### src/rtl/vs_hex_word_assembler.sv
// Assembles decoded hex digits from the UART receive stream into a binary word ended by CR or LF.
// One-cycle registered latency; errors and completed words are reported as single-cycle pulses.
module vs_hex_word_assembler #(
  parameter int DIGITS = 4,
  parameter int CNT_W  = 3
) (
  input  logic                  CLK,
  input  logic                  RST,
  input  logic [7:0]            RX_DATA,
  input  logic                  RX_VALID,
  input  logic [3:0]            HEX,
  input  logic                  HEX_FLG,
  output logic [4*DIGITS-1:0]   WORD,
  output logic                  WORD_VALID,
  output logic                  ERR,
  output logic [1:0]            ERR_CODE,
  output logic [CNT_W-1:0]      DIGIT_CNT,
  output logic                  BUSY
);

  localparam int W = 4 * DIGITS;

  typedef enum logic [1:0] {
    IDLE    = 2'd0,
    COLLECT = 2'd1,
    DISCARD = 2'd2
  } state_t;

  state_t         state;
  logic [W-1:0]   acc;
  logic           is_term;
  logic           is_abort;
  logic           cnt_full;

  assign is_term  = (RX_DATA == 8'h0D) || (RX_DATA == 8'h0A);
  assign is_abort = (RX_DATA == 8'h1B);
  assign cnt_full = (DIGIT_CNT == CNT_W'(DIGITS));

  // Class priority is TERM, then ABORT, then DIGIT, then OTHER.
  always_ff @(posedge CLK or posedge RST) begin
    if (RST) begin
      state      <= IDLE;
      acc        <= '0;
      WORD       <= '0;
      WORD_VALID <= 1'b0;
      ERR        <= 1'b0;
      ERR_CODE   <= 2'b00;
      DIGIT_CNT  <= '0;
      BUSY       <= 1'b0;
    end else begin
      WORD_VALID <= 1'b0;
      ERR        <= 1'b0;
      if (RX_VALID) begin
        case (state)
          IDLE: begin
            if (is_term || is_abort) begin
              state <= IDLE;
            end else if (HEX_FLG) begin
              acc       <= W'(HEX);
              DIGIT_CNT <= CNT_W'(1);
              state     <= COLLECT;
              BUSY      <= 1'b1;
            end else begin
              ERR      <= 1'b1;
              ERR_CODE <= 2'b01;
              state    <= DISCARD;
              BUSY     <= 1'b1;
            end
          end
          COLLECT: begin
            if (is_term) begin
              WORD       <= acc;
              WORD_VALID <= 1'b1;
              acc        <= '0;
              DIGIT_CNT  <= '0;
              state      <= IDLE;
              BUSY       <= 1'b0;
            end else if (is_abort) begin
              acc       <= '0;
              DIGIT_CNT <= '0;
              state     <= IDLE;
              BUSY      <= 1'b0;
            end else if (HEX_FLG && !cnt_full) begin
              acc       <= (acc << 4) | W'(HEX);
              DIGIT_CNT <= DIGIT_CNT + CNT_W'(1);
            end else begin
              ERR       <= 1'b1;
              ERR_CODE  <= HEX_FLG ? 2'b10 : 2'b01;
              acc       <= '0;
              DIGIT_CNT <= '0;
              state     <= DISCARD;
            end
          end
          DISCARD: begin
            if (is_term || is_abort) begin
              state <= IDLE;
              BUSY  <= 1'b0;
            end
          end
          default: begin
            state <= IDLE;
            BUSY  <= 1'b0;
          end
        endcase
      end
    end
  end

endmodule

### config.mk
export PLATFORM = sky130hd
export DESIGN_NAME = vs_hex_word_assembler
export DESIGN_NICKNAME = d
export VERILOG_FILES = /design/src/rtl/vs_hex_word_assembler.sv
export SDC_FILE = /design/constraint.sdc
export NUM_CORES = 1
export LEC_CHECK = 0
export BUFFER_PORTS_ARGS = -buffer_cell sky130_fd_sc_hd__buf_2
export CAP_MARGIN = 10
export CORE_AREA = 2 2 76 78
export DETAILED_ROUTE_END_ITERATION = 6
export DIE_AREA = 0 0 78 80
export GPL_TIMING_DRIVEN = 0
export PLACE_DENSITY = 0.55
export SYNTH_ARGS = -nofsm -noshare
export SYNTH_HDL_FRONTEND = slang
export SYNTH_SLANG_ARGS = --single-unit
export TNS_END_PERCENT = 50
### constraint.sdc
create_clock -name CLK -period 1.8 [get_ports CLK]
set_input_delay 0.36 -clock CLK [delete_from_list [all_inputs] [get_ports CLK]]
set_output_delay 0.36 -clock CLK [all_outputs]
set_load 0.03 [all_outputs]
==> flow_summary_export.csv <==
group,metric,value,unit
outcome,status,"finished, final reports clean",
pwr,powerDensity,1100,nW/um^2
logic_synthesis,syn_area_per_cell,14.3,sq um
cts,cts_tree,"yes",
sta,layout_min_cycle_time,1.78,ns
drt,dr_total_vias,1190,
cts,clock-sinks,42,
placed_design,io_buffers,39,
worst_setup_path,critical_path_arrival,1.96,ns
cts,path_clk_slew,0.08,ns
worst_setup_path,worstPathRequired,1.98,ns
drt,dr.pass1.iters,4,
layout,final_util,41.4,%
pwr,p_sw,0.741,mW
logic_synthesis,yosysUniqueCellTypes,31,
sta,skew,0.00810,ns
sta,hold_viol,0,
floorplanning,io_pins,40,
layout,antenna_cells,0,
layout,layout_commonest_cell,"dfrtp_1",
sta,setup_tns,0,ns
drt,routed_wl,3.48,mm
sta,slew_headroom,41.7,%
cts,clock_path_buffers,2,
drt,avgRoutedWirePerCell,14.0,microns
cts,clock_latency,0.29,ns
placed_design,place.gp.congestion,0.813,
worst_setup_path,endpoint_kind,"register",
worst_hold_path,hp-class,"primary input to asynchronous set/reset pin",
logic_synthesis,async_reset_ff_share,100,%
layout,multi_input_area,684,sq um
global_route,grt_pass1_vias,1245,
sta,final-setup-viol-count,0,
placed_design,hpwlAfterDp,2.40,mm
drt,vias_per_cell,4.80,
cts,root_buffer,"clkbuf_8",
global_route,grt_use_total,12.1,%
pwr,ir_drop,0.000448,V
floorplanning,die_x,78,microns
drt,antenna_left,0,
cts,cts_htree_levels,2,
global_route,grt_pass1_wl,5.89,mm
pwr,p_leak,1.14,nW
layout,fillers,525,
pwr,p_comb_share,21.6,%
drt,drc,0,
flow_run,drv_cap,0,
logic_synthesis,syn_inst,123,
floorplanning,die_y,80,microns
floorplanning,start_util,32.6,%
sta,final_min_period_over_clock_period,98.8,%
sta,whs,0.244,ns
sta,drv_slew,0,
layout,fin_nets,193,
logic_synthesis,synth_area,1760,sq um
global_route,antenna_found_initial,0,
pwr,p_int,1.73,mW
pwr,swShare,30.0,%
pwr,power_frac_clock,29.8,%
floorplanning,die_area,6240,sq um
logic_synthesis,syn_nets,141,
logic_synthesis,seq_area_frac_synth,59.6,%
floorplanning,rows,27,
logic_synthesis,synth-edff-count,0,
pwr,finalPower,2.47,mW
pwr,seqPwrFrac,48.7,%
worst_setup_path,crit_fanout,4,
sta,fmax,562,MHz
drt,drt-initial-drc-count,52,
logic_synthesis,synth_warnings,0,
worst_setup_path,worst_setup_path_start_kind,"register",
layout,seq_area,1050,sq um
logic_synthesis,synthFlopType,"dfrtp_1",
layout,area_growth,27.0,%
layout,drive_above_1_share,49.4,%
worst_setup_path,critPathKind,"register to register",
logic_synthesis,ys_ff_latch,42,
global_route,grt_max_degree,43,
global_route,grt_overflow_total,0,
cts,numCtsBuffers,5,
layout,final_cell_mix,"41 x dfrtp_1, 40 x buf_2, 17 x a22o_1, 17 x mux2_2, 6 x buf_4",
floorplanning,core,5410,sq um
sta,worstMarginPinSlew,0.874,ns
[state kept, by name, indices dropped and copies added, names as in the netlist]
signal / flops
WORD: 16
acc: 16
DIGIT_CNT: 3
ERR_CODE: 2
state: 2
BUSY: 1
ERR: 1
WORD_VALID: 1
[worst max-delay path: stages (launching register included)]
cell and delay (ns):
dfrtp_1 0.41, inv_1 0.10, ha_2 0.21, nand3_1 0.14
a2111oi_4 0.48, mux2_4 0.33
[metrics by stage]
stage / setup WS [ns] / std cells / cell area (sq um)
2_1_floorplan: -0.248 / 123 / 1760
3_3_place_gp: -0.555 / 234 / 2050
3_5_place_dp: -0.592 / 234 / 2050
4_1_cts: -0.0347 / 243 / 2180
5_1_grt: -0.0361 / 248 / 2240
6_report: 0.0217 / 248 / 2240
[layout make-up]
class                      count  area share, %
buffer                         4           1.57
clock buffer                   6           3.24
clock inverter                 2           1.68
inverter                       6           1.01
multi-input combinational     71           30.6
sequential                    42           47.0
tap                           72           4.02
timing repair buffer          45           10.9
[power groups by stage]
stage | clock, mW | combinational [mW] | sequential (mW)
5_1_grt | 0.801 | 0.590 | 1.23
2_1_floorplan | 0 | 0.279 | 1.26
4_1_cts | 0.754 | 0.498 | 1.20
3_5_place_dp | 0 | 0.489 | 1.21
3_3_place_gp | 0 | 0.471 | 1.20
6_report | 0.735 | 0.533 | 1.20
[final timing paths]
path                                          start                      end  slack [ns]  cells after the start
setup / recovery           DIGIT_CNT[0]$_DFFE_PP0P_  ERR_CODE[1]$_DFFE_PP0P_        0.02                      5
hold / removal                                  RST  ERR_CODE[0]$_DFFE_PP0P_        0.24                      2
setup reg to reg           DIGIT_CNT[0]$_DFFE_PP0P_  ERR_CODE[1]$_DFFE_PP0P_        0.02                      5
hold reg to reg                WORD[12]$_DFFE_PP0P_     WORD[12]$_DFFE_PP0P_        0.50                      1
max in group asynchronous                       RST     state[1]$_DFFE_PP0P_        0.97                      2
min in group CLK                             HEX[0]       acc[0]$_DFFE_PP0P_        0.29                      2
[metal layers]
metal	share of wire [%]	global-route usage, %
met1	43	14.9
met3	4.8	3.28
met2	50	19.7
met5	0	0
met4	2.1	6.14
[logic make-up after synthesis]
group / after synthesis / share of synthesized area (%)
AO/OA/AOI/OAI: 29 / 15.0
buffers and inverters: 10 / 3.26
flip-flops: 42 / 59.6
AND/OR/NAND/NOR: 21 / 8.59
adder cells (fa/ha/maj): 2 / 1.42
multiplexers: 19 / 12.1
[Yosys cell counts (all sizes together), types with 2 or more instances]
master  number  share of area [%]
buf          4                2.0
mux2        18                 11
nand2        5                1.1
nor3b        3                1.3
nor2b        2               0.71
a21o         2               0.85
ha           2                1.4
inv          6                1.3
nor2         2               0.43
or4b         2                1.3
dfrtp       42                 60
a22o        17                8.4
o21ai        3               0.85
[timing repair]
item | in CTS | in global routing
endpoints found under the setup margin | 32 | 33
hold buffers | 0 | 0
resized for setup | 6 | 4
setup buffers | 1 | 5
pin swaps | 3 | 3
hold endpoints to repair | 0 | 0
No activity file was read; power rests on OpenSTA's default activity.
